<file path="src/rtl/seg_wr_buffer.sv">
`default_nettype none
// ============================================================================
// Module      : seg_wr_buffer
// Description : Segment-register write buffer. Pending writes are held in a
//               circular FIFO and drained in order to the segment register
//               file through the wr_* port. Two read indices can be checked
//               against the pending entries. pend1/pend2 report a
//               matching outstanding write. fwd_data1/fwd_data2 return the
//               youngest matching buffered value.
//
//               Optional feature macro: SEG_WR_BUFFER_FWD_EN
//                 defined   -> youngest-match forwarding on fwd_data1/2
//                 undefined -> fwd_data1/2 tied to 16'h0000 (pend still live)
//
// Ports       : clk         - single clock, rising edge
//               rst_n       - synchronous active-low reset
//               push_valid  - producer enqueue request
//               push_reg    - target segment register index
//               push_data   - segment selector value
//               push_ready  - buffer can accept an entry this cycle
//               drain_hold  - inhibit draining this cycle
//               wr_en/wr_reg/wr_data - register-file write port (head entry)
//               seg1/seg2   - register-file read indices
//               pend1/pend2 - outstanding buffered write to seg1/seg2
//               fwd_data1/2 - youngest buffered value for seg1/seg2
//
// Revision    : 1.0 - initial release
// ============================================================================
module seg_wr_buffer #(
    parameter int DEPTH = 4
) (
    input  logic        clk,
    input  logic        rst_n,
    input  logic        push_valid,
    input  logic [2:0]  push_reg,
    input  logic [15:0] push_data,
    output logic        push_ready,
    input  logic        drain_hold,
    output logic        wr_en,
    output logic [2:0]  wr_reg,
    output logic [15:0] wr_data,
    input  logic [2:0]  seg1,
    input  logic [2:0]  seg2,
    output logic        pend1,
    output logic        pend2,
    output logic [15:0] fwd_data1,
    output logic [15:0] fwd_data2
);

    localparam int               c_AW       = (DEPTH > 1) ? $clog2(DEPTH) : 1;
    localparam logic [c_AW:0]    c_FULL     = (c_AW + 1)'(DEPTH);
    localparam logic [c_AW:0]    c_CNT_ONE  = (c_AW + 1)'(1);
    localparam logic [c_AW-1:0]  c_PTR_ONE  = c_AW'(1);

    // ------------------------------------------------------------------
    // Storage and pointers
    // ------------------------------------------------------------------
    logic [c_AW-1:0] r_head;
    logic [c_AW-1:0] r_tail;
    logic [c_AW:0]   r_count;
    logic [2:0]      r_reg_mem  [DEPTH];
    logic [15:0]     r_data_mem [DEPTH];

    logic            w_push;
    logic            w_pop;

    // Ready comes from the registered count only, so a drain in the same
    // cycle never opens a slot for a push while full.
    assign push_ready = (r_count != c_FULL);
    assign w_push     = push_valid && push_ready;

    // The head entry is driven straight from storage; a push lands at the
    // tail and only becomes visible here after the next clock edge.
    assign wr_en   = (r_count != '0) && !drain_hold;
    assign w_pop   = wr_en;
    assign wr_reg  = r_reg_mem[r_head];
    assign wr_data = r_data_mem[r_head];

    always_ff @(posedge clk) begin
        if (!rst_n) begin
            r_head  <= '0;
            r_tail  <= '0;
            r_count <= '0;
        end else begin
            if (w_push) begin
                r_tail <= r_tail + c_PTR_ONE;
            end
            if (w_pop) begin
                r_head <= r_head + c_PTR_ONE;
            end
            case ({w_push, w_pop})
                2'b10:   r_count <= r_count + c_CNT_ONE;
                2'b01:   r_count <= r_count - c_CNT_ONE;
                default: r_count <= r_count;
            endcase
        end
    end

    // Entry payload is not reset; pointers and count define validity, so
    // stale contents are never observed.
    always_ff @(posedge clk) begin
        if (w_push) begin
            r_reg_mem[r_tail]  <= push_reg;
            r_data_mem[r_tail] <= push_data;
        end
    end

    // ------------------------------------------------------------------
    // Per-slot validity and match against the read indices.
    // Age is the slot's distance from the head: 0 = oldest. A slot is
    // live when its age is below the occupancy count. The head being
    // drained this cycle is still live, so pend stays up until the write
    // has actually reached the register file.
    // ------------------------------------------------------------------
    logic [c_AW-1:0] w_age [DEPTH];
    logic [DEPTH-1:0] w_live;
    logic [DEPTH-1:0] w_hit1;
    logic [DEPTH-1:0] w_hit2;

    for (genvar i = 0; i < DEPTH; i++) begin : g_slot
        assign w_age[i]  = c_AW'(i) - r_head;
        assign w_live[i] = ({1'b0, w_age[i]} < r_count);
        assign w_hit1[i] = w_live[i] && (r_reg_mem[i] == seg1);
        assign w_hit2[i] = w_live[i] && (r_reg_mem[i] == seg2);
    end

    assign pend1 = |w_hit1;
    assign pend2 = |w_hit2;

`ifdef SEG_WR_BUFFER_FWD_EN
    // Youngest match = matching live slot with the largest age. Ages of
    // live slots are distinct, so there is never a tie to resolve.
    logic            w_found1;
    logic            w_found2;
    logic [c_AW-1:0] w_best1;
    logic [c_AW-1:0] w_best2;

    always_comb begin
        fwd_data1 = '0;
        fwd_data2 = '0;
        w_found1  = 1'b0;
        w_found2  = 1'b0;
        w_best1   = '0;
        w_best2   = '0;
        for (int i = 0; i < DEPTH; i++) begin
            if (w_hit1[i] && (!w_found1 || (w_age[i] > w_best1))) begin
                w_found1  = 1'b1;
                w_best1   = w_age[i];
                fwd_data1 = r_data_mem[i];
            end
            if (w_hit2[i] && (!w_found2 || (w_age[i] > w_best2))) begin
                w_found2  = 1'b1;
                w_best2   = w_age[i];
                fwd_data2 = r_data_mem[i];
            end
        end
    end
`else
    // Forwarding not built: consumers rely on pend1/pend2 to stall.
    assign fwd_data1 = 16'h0000;
    assign fwd_data2 = 16'h0000;
`endif

endmodule
`default_nettype wire
</file>
<file path="config.mk">
export PLATFORM = sky130hd
export DESIGN_NAME = seg_wr_buffer
export DESIGN_NICKNAME = d
export VERILOG_FILES = /design/src/rtl/seg_wr_buffer.sv
export SDC_FILE = /design/constraint.sdc
export NUM_CORES = 1
export LEC_CHECK = 0
export BUFFER_PORTS_ARGS = -buffer_cell sky130_fd_sc_hd__buf_2
export CAP_MARGIN = 20
export CORE_MARGIN = 4
export CORE_UTILIZATION = 25
export CTS_BUF_LIST = sky130_fd_sc_hd__clkbuf_2 sky130_fd_sc_hd__clkbuf_4 sky130_fd_sc_hd__clkbuf_8
export CTS_CLUSTER_DIAMETER = 30
export CTS_CLUSTER_SIZE = 24
export DETAILED_ROUTE_END_ITERATION = 12
export PLACE_DENSITY_LB_ADDON = 0.25
export SLEW_MARGIN = 20
export SYNTH_ARGS = -nofsm -noshare
export SYNTH_HDL_FRONTEND = slang
export SYNTH_SLANG_ARGS = --single-unit
</file>
<file path="constraint.sdc">
create_clock -name clk -period 2.3 [get_ports clk]
set_clock_uncertainty 0.2 [all_clocks]
set_input_delay 0.345 -clock clk [delete_from_list [all_inputs] [get_ports clk]]
set_output_delay 0.345 -clock clk [all_outputs]
set_load 0.05 [all_outputs]
</file>
==> results of run 1 <==
cells in the mapped netlist:
| library cell | instances |
|---|---|
| edfxtp_1 | 76 |
| buf_4 | 34 |
| xor2_1 | 20 |
| mux4_2 | 19 |
| xnor2_1 | 10 |
| dfxtp_1 | 9 |
| ha_1 | 9 |
| inv_1 | 8 |
| and2_1 | 7 |
| and3_1 | 4 |
| nand2_1 | 4 |
| a21boi_0 | 3 |
| a21oi_1 | 3 |
| nor2_1 | 3 |
| nor3_1 | 3 |
| a211o_1 | 2 |
| nand4_1 | 2 |
| nor4_1 | 2 |
| o21ai_0 | 2 |
| o21bai_1 | 2 |
| o41ai_1 | 2 |
| buf_2 | 1 |
| clkbuf_1 | 1 |
| conb_1 | 1 |
| fa_1 | 1 |
| nand2b_1 | 1 |
| nand3_1 | 1 |
| or3_1 | 1 |
per-stage QoR:
| step | TNS [ns] | setup slack [ns] | cells | total power, mW | cell area [sq um] |
|---|---|---|---|---|---|
| final | -0.430 | -0.242 | 507 | 5.39 | 4830 |
| after global routing | -0.619 | -0.316 | 507 | 5.71 | 4830 |
| after CTS | -0.512 | -0.259 | 505 | 5.37 | 4750 |
| after detailed placement | -0.00971 | -0.00971 | 477 | 4.19 | 4360 |
| after global placement | -0.0923 | -0.0503 | 477 | 4.19 | 4360 |
| after floorplan | 0 | 0.00885 | 262 | 3.66 | 3990 |
report_power, final:
group	internal (mW)	total, mW	switching, mW
Clock	0.484	0.979	0.495
Sequential	1.89	2.01	0.121
Combinational	0.921	2.40	1.48
worst max path at each step:
stage / endpoint / slack, ns / depth (start not counted)
6_report: pend2 / -0.24 / 9
5_1_grt: pend2 / -0.32 / 9
4_1_cts: pend2 / -0.26 / 8
3_5_place_dp: pend1 / -0.01 / 8
3_3_place_gp: pend2 / -0.05 / 8
2_1_floorplan: r_count[2] / 0.009 / 10
registers in the layout (all words and copies together) (netlist names), named ones only:
| name | count |
|---|---|
| r_data_mem | 64 |
| r_reg_mem | 12 |
| r_count | 3 |
| r_head | 2 |
| r_tail | 2 |
what timing repair did:
item / in CTS / in global routing
gates cloned: 1 / 0
hold endpoints to repair: 44 / 6
hold buffers: 11 / 2
endpoints found under the setup margin: 9 / 5
setup buffers: 2 / 0
pin swaps: 9 / 6
gates resized for setup: 20 / 17
critical path: cells and delay by family, from the launching register on:
family	cells	cell delay, ns
adder cells (fa/ha/maj)	1	0.26
AO/OA/AOI/OAI	4	0.62
flip-flops	1	0.36
buffers and inverters	3	0.29
AND/OR/NAND/NOR	1	0.11
kinds of logic after synthesis:
group                    Yosys count  synth area share, %
AND/OR/NAND/NOR                   28                 3.98
buffers and inverters             44                 7.67
adder cells (fa/ha/maj)           10                 3.46
XOR/XNOR                          30                 6.85
multiplexers                      19                 11.2
other                              1               0.0978
flip-flops                        85                 64.2
AO/OA/AOI/OAI                     14                 2.55
final cells by class:
class / count / area share, %
Tap cell: 184 / 4.76
Sequential cell: 85 / 51.2
Multi-Input combinational cell: 133 / 27.1
Timing Repair Buffer: 83 / 12.6
Inverter: 8 / 0.673
Clock inverter: 5 / 1.11
Clock buffer: 9 / 2.56
layer usage:
layer | global-route usage (%) | part of all wire (%) | up-vias
met5 | 0 | 0 | -
met4 | 4.03 | 2.0 | 0
met3 | 2.40 | 5.4 | 10
met2 | 15.5 | 47 | 75
met1 | 12.5 | 45 | 1013
li1 | - | - | 975
==> reports/qor.txt, run 1 <==
result of the run = finished with violations
failing checks = setup timing
final hold violation count = 0
Die Y = 132 um
total I/O pin count = 84
CP startpoint kind = flip-flop
gr ovfl total = 0
Die W = 132 um
period utilisation layout = 111%
Nets = 359
synth unique cells = 28
commonest cells after routing, fill and taps aside = 76 x edfxtp_1, 46 x buf_2, 32 x conb_1, 20 x xor2_1, 19 x mux4_2
Synth-to-Final Area Change = 26.1%
die area = 17,400 sq um
synthesized flop and latch total = 85
CTS Sinks = 85
crit path launch = r_head[1]
leak pwr = 1.77 nW
global-route usage over all layers = 9.68%
YS warnings = 0
Port Buffers = 51
hold path startpoint = push_data[13]
Max Cap Violations = 0
register area = 2470 sq um
CTS tree = done
Critical Path AT = 2.00 ns
cells taking the most area after synthesis = edfxtp_1 60%, mux4_2 11%, buf_4 6.7%, dfxtp_1 4.7%, xor2_1 4.6%
Max Fclk = 0.393 GHz
DRT Pass-1 Iters = 4
final worst slack = -0.242 ns
ANT cells = 0
Final min period = 2.54 ns
clk slew on worst S/H paths = 0.08 ns
Placeable Area = 14,800 sq um
syn_area_per_cell = 16.6 sq um
fillers = 1,444
mapped cell area = 3830 sq um
CTS Buf Count = 9
H-tree depth = 3
CP endpoint kind = primary output
commonest non-fill, non-tap cell in the layout = edfxtp_1
slowest stage delay, CP = 0.36 ns
R2R cell count = 10
Syn Inst Count = 231
critical path class = reg2out
DR vias = 2,073
row count = 44
clk_lat worst skew = 0.35 ns
Power Density = 1120 nW/um^2
Yosys top cell area share = 59.5%
Routed Antenna Nets = 0
CP required = 1.75 ns
Avg WL per Cell = 15.7 um
DRT Wirelength = 7960 um
number of global-route vias before repair = 2,263
Worst Hold Depth = 1
DRC Markers = 0
Starting Density = 26.0%
Bufs on Longest Clock Path = 2
Critical R2R Capture = r_count[2]
post-layout util = 32.8%
Final setup violation count = 2
sequential area share after synthesis = 64.2%
Min Hold Slack = 0.0151 ns
reg-to-reg critical path startpoint = r_count[1]
hold path endpoint = r_data_mem[2][13]
initial DRC count = 90
dominant cell type by area after synthesis = edfxtp_1
R2R setup slack = 0.11 ns
initial antenna violation count = 0
largest net degree at the start of global routing = 17
worst path cell trace = buf_6 -> inv_2 -> ha_4 -> a21boi_2 -> o21bai_2 -> nand4_1 -> o41ai_2 -> a211o_2 -> buf_8
Hold Crit Class = in2reg
Worst path slowest cell = dfxtp_2
first-pass GRT wire length = 12,800 um
Peak VDD IR = 0.565 mV
max-slew violations = 0
hpwl dp = 5540 um
CP max FO = 2
Root Buffer = clkbuf_8
Multi-input gate area = 1310 sq um
vias per inst = 4.09
RSZ-0062 raised after global routing = true
Final Wtd Congestion = 0.704
layout cell share with drive strength beyond 1 = 40.6%
(Power assumes the default switching activity.)
==> run 2: changes to the inputs <==
- CORE_UTILIZATION: 25 -> 27
- CTS_CLUSTER_DIAMETER: 30 -> default
==> reports/qor.txt, run 2 (synthesis results as in run 1) <==
Post-Layout Inst Area = 4830 sq um (about the same)
Routed Antenna Nets = 0 (unchanged)
total I/O pin count = 84 (unchanged)
Max Fclk = 0.399 GHz (was 0.393 GHz)
commonest non-fill, non-tap cell in the layout = edfxtp_1 (unchanged)
leak pwr = 1.78 nW (was 1.77 nW)
initial DRC count = 87 (was 90)
global-route usage over all layers = 9.88% (was 9.68%)
Die W = 127 um (was 132 um)
first-pass GRT wire length = 11,800 um (was 12,800 um)
Final setup violation count = 2 (unchanged)
CP endpoint kind = primary output (unchanged)
CTS Buf Count = 9 (unchanged)
die area = 16,200 sq um (was 17,400 sq um)
Max Cap Violations = 0 (unchanged)
row count = 43 (was 44)
result of the run = finished with violations (unchanged)
Multi-input gate area = 1280 sq um (was 1310 sq um)
fillers = 1,362 (was 1,444)
commonest cells after routing, fill and taps aside = 76 x edfxtp_1, 47 x buf_2, 32 x conb_1, 20 x xor2_1, 19 x mux4_2 (was 76 x edfxtp_1, 46 x buf_2, 32 x conb_1, 20 x xor2_1, 19 x mux4_2)
slowest stage delay, CP = 0.36 ns (about the same)
Avg WL per Cell = 15.1 um (was 15.7 um)
final hold violation count = 0 (unchanged)
reg-to-reg critical path startpoint = r_count[1] (unchanged)
hpwl dp = 5000 um (was 5540 um)
H-tree depth = 3 (unchanged)
Hold Crit Class = in2reg (unchanged)
Peak VDD IR = 0.464 mV (was 0.565 mV)
crit path launch = r_head[1] (unchanged)
Min Hold Slack = 0.0263 ns (was 0.0151 ns)
max-slew violations = 0 (unchanged)
Critical Path AT = 1.96 ns (was 2.00 ns)
R2R setup slack = 0.13 ns (was 0.11 ns)
max reg flops = 64 (unchanged)
Final Wtd Congestion = 0.792 (was 0.704)
RSZ-0062 raised after global routing = true (unchanged)
number of global-route vias before repair = 2,111 (was 2,263)
Nets = 357 (was 359)
Root Buffer = clkbuf_8 (unchanged)
period utilisation layout = 109% (was 111%)
DRC Markers = 0 (unchanged)
CP max FO = 2 (unchanged)
Cell Area, Placed = 4290 sq um (was 4360 sq um)
clk slew on worst S/H paths = 0.08 ns (about the same)
Starting Density = 27.6% (was 26.0%)
failing checks = setup timing (unchanged)
Port Buffers = 51 (unchanged)
CP required = 1.75 ns (about the same)
largest net degree at the start of global routing = 20 (was 17)
Die Y = 127 um (was 132 um)
CP Capture Point = pend2 (unchanged)
Critical R2R Capture = r_count[2] (unchanged)
biggest regs = r_data_mem (64), r_reg_mem (12), r_count (3) (unchanged)
WP depth = 9 (unchanged)
vias per inst = 4.12 (was 4.09)
initial antenna violation count = 1 (was 0)
post-layout util = 34.8% (was 32.8%)
CP startpoint kind = flip-flop (unchanged)
Placeable Area = 13,900 sq um (was 14,800 sq um)
most flop-heavy register = r_data_mem (unchanged)
CTS Sinks = 85 (unchanged)
setup TNS = -0.365 ns (was -0.430 ns)
DR vias = 2,075 (was 2,073)
DRT Pass-1 Iters = 4 (unchanged)
Bufs on Longest Clock Path = 2 (unchanged)
clk_lat worst skew = 0.35 ns (about the same)
Tot Pwr = 5.41 mW (was 5.39 mW)
register area = 2480 sq um (was 2470 sq um)
final worst slack = -0.205 ns (was -0.242 ns)
Power Density = 1120 nW/um^2 (about the same)
R2R cell count = 10 (unchanged)
CTS tree = done (unchanged)
Final min period = 2.51 ns (was 2.54 ns)
Worst path slowest cell = dfxtp_2 (unchanged)
layout cell share with drive strength beyond 1 = 38.4% (was 40.6%)
worst path cell trace = buf_6 -> inv_4 -> ha_4 -> a21boi_2 -> o21bai_1 -> nand4_1 -> o41ai_2 -> a211o_2 -> buf_8 (was buf_6 -> inv_2 -> ha_4 -> a21boi_2 -> o21bai_2 -> nand4_1 -> o41ai_2 -> a211o_2 -> buf_8)
critical path class = reg2out (unchanged)
Buf+Inv Stages, Crit Path = 3 (unchanged)
Synth-to-Final Area Change = 25.9% (was 26.1%)
DRT Wirelength = 7620 um (was 7960 um)
critical path's top delay family = compound AO/OA/AOI/OAI gates (unchanged)
gr ovfl total = 0 (unchanged)
## run 2: cell types whose count changed in the layout (fill, tap and decap cells not counted), moves of 2 or more
cell           before  now
buf_4              17   11
clkinv_4            0    3
dlygate4sd3_1      13   16
clkbuf_4            0    2
clkinvlp_4          2    0
inv_2               3    1
inv_4               1    3
nor4_1              0    2
nor4_2              2    0
## run 2: worst min path at each step
stage,startpoint,endpoint,slack (ns),cells after the start
6_report,push_reg[2],r_reg_mem[3][2],0.03,1
5_1_grt,push_reg[2],r_reg_mem[3][2],0.004,1
4_1_cts,push_data[3],r_data_mem[3][3],0.001,1
3_5_place_dp,r_tail[1],r_tail[1],0.31,2
3_3_place_gp,r_tail[1],r_tail[1],0.30,2
2_1_floorplan,push_data[0],r_data_mem[0][0],0.24,0
## run 2: per-stage QoR
step                      instances  worst slack (ns)
after floorplan                 262           0.00885
after global placement          467           -0.0253
after detailed placement        467           -0.0772
after CTS                       501            -0.261
after global routing            504            -0.328
final                           504            -0.205
## run 2: power by group
group	internal (mW)	switching, mW	total (mW)	leakage (nW)
sequential	1.89	0.127	2.02	0.775
combinational	0.892	1.45	2.34	0.896
clock	0.530	0.518	1.05	0.104
## run 2: layer usage
metal	wire length [um]	vias to the layer above	GRT usage (%)	share of wire, %
met5	0	-	0	0
met4	189	0	4.79	2.5
met3	482	12	2.63	6.3
met2	3690	74	15.8	48
met1	3260	1013	12.5	43
li1	-	976	-	-
## run 2: repair_timing
action,4_1_cts,5_1_grt
endpoints found under the setup margin,8,6
gates cloned,1,1
buffers inserted,2,0
hold endpoints to repair,57,4
hold buffers,15,1
pin swaps,7,4
resized for setup,22,11
## run 2: layout make-up
class                      instances  area share [%]
antenna                            1          0.0519
clock buffer                      11            2.88
clock inverter                     5            1.27
inverter                           8           0.778
multi-input combinational        133            26.5
sequential                        85            51.3
tap                              180            4.67
timing repair buffer              81            12.5
==> run 3: changes to the inputs <==
- BUFFER_PORTS_ARGS: -buffer_cell sky130_fd_sc_hd__buf_2 -> -buffer_cell sky130_fd_sc_hd__buf_4
==> reports/qor.txt, run 3 (synthesis results as in run 1) <==
Final Wtd Congestion = 0.811 (was 0.792)
Max Cap Violations = 0 (unchanged)
CP required = 1.75 ns (about the same)
reg-to-reg critical path startpoint = r_count[0] (was r_count[1])
Placeable Area = 13,900 sq um (unchanged)
Finished Layout Cells = 505 (was 504)
Final min period = 2.49 ns (was 2.51 ns)
CTS tree = done (unchanged)
DRT Wirelength = 7670 um (was 7620 um)
max-slew violations = 0 (unchanged)
gr ovfl total = 0 (unchanged)
final hold violation count = 0 (unchanged)
H-tree depth = 3 (unchanged)
row count = 43 (unchanged)
biggest regs = r_data_mem (64), r_reg_mem (12), r_count (3) (unchanged)
Port Buffers = 51 (unchanged)
global-route usage over all layers = 9.82% (was 9.88%)
initial DRC count = 59 (was 87)
clk slew on worst S/H paths = 0.08 ns (about the same)
RSZ-0062 raised after global routing = true (unchanged)
DR vias = 2,097 (was 2,075)
CP endpoint kind = primary output (unchanged)
commonest cells after routing, fill and taps aside = 76 x edfxtp_1, 58 x buf_4, 32 x conb_1, 20 x xor2_1 (was 76 x edfxtp_1, 47 x buf_2, 32 x conb_1, 20 x xor2_1, 19 x mux4_2)
vias per inst = 4.15 (was 4.12)
number of global-route vias before repair = 2,148 (was 2,111)
crit path launch = r_head[1] (unchanged)
hold path startpoint = rst_n (was push_reg[2])
failing checks = setup timing (unchanged)
commonest non-fill, non-tap cell in the layout = edfxtp_1 (unchanged)
Cells after DPL = 467 (unchanged)
ANT cells = 0 (was 1)
Bufs on Longest Clock Path = 2 (unchanged)
result of the run = finished with violations (unchanged)
leak pwr = 1.82 nW (was 1.78 nW)
R2R setup slack = 0.10 ns (was 0.13 ns)
Hold Crit Class = in2reg (unchanged)
Max Fclk = 0.401 GHz (was 0.399 GHz)
first-pass GRT wire length = 12,000 um (was 11,800 um)
Root Buffer = clkbuf_8 (unchanged)
Routed Antenna Nets = 0 (unchanged)
CTS Buf Count = 9 (unchanged)
Die Y = 127 um (unchanged)
pre-CTS setup slack = -0.0220 ns (was -0.0772 ns)
Peak VDD IR = 0.442 mV (was 0.464 mV)
Power Density = 1120 nW/um^2 (about the same)
layout cell share with drive strength beyond 1 = 39.1% (was 38.4%)
critical path class = reg2out (unchanged)
total I/O pin count = 84 (unchanged)
max reg flops = 64 (unchanged)
initial antenna violation count = 0 (was 1)
DRT Pass-1 Iters = 4 (unchanged)
CP max FO = 2 (unchanged)
hpwl dp = 4970 um (was 5000 um)
final worst slack = -0.193 ns (was -0.205 ns)
die area = 16,200 sq um (unchanged)
CTS Sinks = 85 (unchanged)
Avg WL per Cell = 15.2 um (was 15.1 um)
DRC Markers = 0 (unchanged)
Starting Density = 27.6% (unchanged)
post-layout util = 35.9% (was 34.8%)
Die W = 127 um (unchanged)
Final setup violation count = 2 (unchanged)
Critical Path AT = 1.95 ns (was 1.96 ns)
clk_lat worst skew = 0.35 ns (about the same)
Synth-to-Final Area Change = 29.9% (was 25.9%)
period utilisation layout = 108% (was 109%)
CP startpoint kind = flip-flop (unchanged)
most flop-heavy register = r_data_mem (unchanged)
largest net degree at the start of global routing = 20 (unchanged)
Nets = 359 (was 357)
==> run 3: cell count changes in the layout (fill, tap and decap cells not counted), sizes merged <==
cell,delta
inv,+4
clkbuf,-3
dlygate4sd3,+3
clkinv,-2
diode,-1
==> run 3: power by group <==
part	switching, mW	internal, mW
Clock	0.561	0.519
Sequential	0.121	1.89
Combinational	1.48	0.988
==> run 3: per-stage QoR <==
stage	hold slack [ns]	TNS, ns	total power [mW]	area (sq um)
floorplan	0.244	0	3.66	3990
global placement	0.303	0	4.26	4420
detailed placement	0.308	-0.0364	4.27	4420
CTS	0.0413	-0.492	5.56	4920
global route	0.0531	-0.586	5.86	4980
finish	0.0524	-0.362	5.56	4980
==> run 3: what timing repair did <==
action | 4_1_cts | 5_1_grt
setup buffers | 2 | 0
hold buffers | 19 | 0
pin swaps | 6 | 5
endpoints found under the setup margin | 3 | 3
gates cloned | 1 | 0
hold endpoints to repair | 76 | 0
gates resized for setup | 17 | 17
==> run 3: worst paths after layout <==
| kind | end | cells after the start |
|---|---|---|
| max | pend2 | 9 |
| min | r_tail[0] | 2 |
| min reg2reg | r_tail[1] | 2 |
| max reg2reg | r_count[2] | 10 |
==> run 3: area by class of cell <==
class | count | area, sq um
Tap cell | 180 | 225
Sequential cell | 85 | 2480
Clock buffer | 9 | 124
Inverter | 8 | 35.0
Fill cell | 1364 | 8900
Multi-Input combinational cell | 133 | 1310
Timing Repair Buffer | 83 | 726
Clock inverter | 7 | 80.1
==> run 3: critical path, cell delays in order (launching register included) <==
cell and delay [ns]:
dfxtp_4 0.37, buf_6 0.10, inv_4 0.03, ha_4 0.26
a21boi_4 0.17, o21bai_2 0.08, nand4_1 0.09, o41ai_2 0.07
a211o_2 0.29, buf_8 0.15
==> run 3: layer usage <==
metal / track usage (%) / wire, um
met4: 4.86 / 148
met1: 12.4 / 3340
met5: 0 / 0
met3: 2.22 / 445
met2: 15.9 / 3730
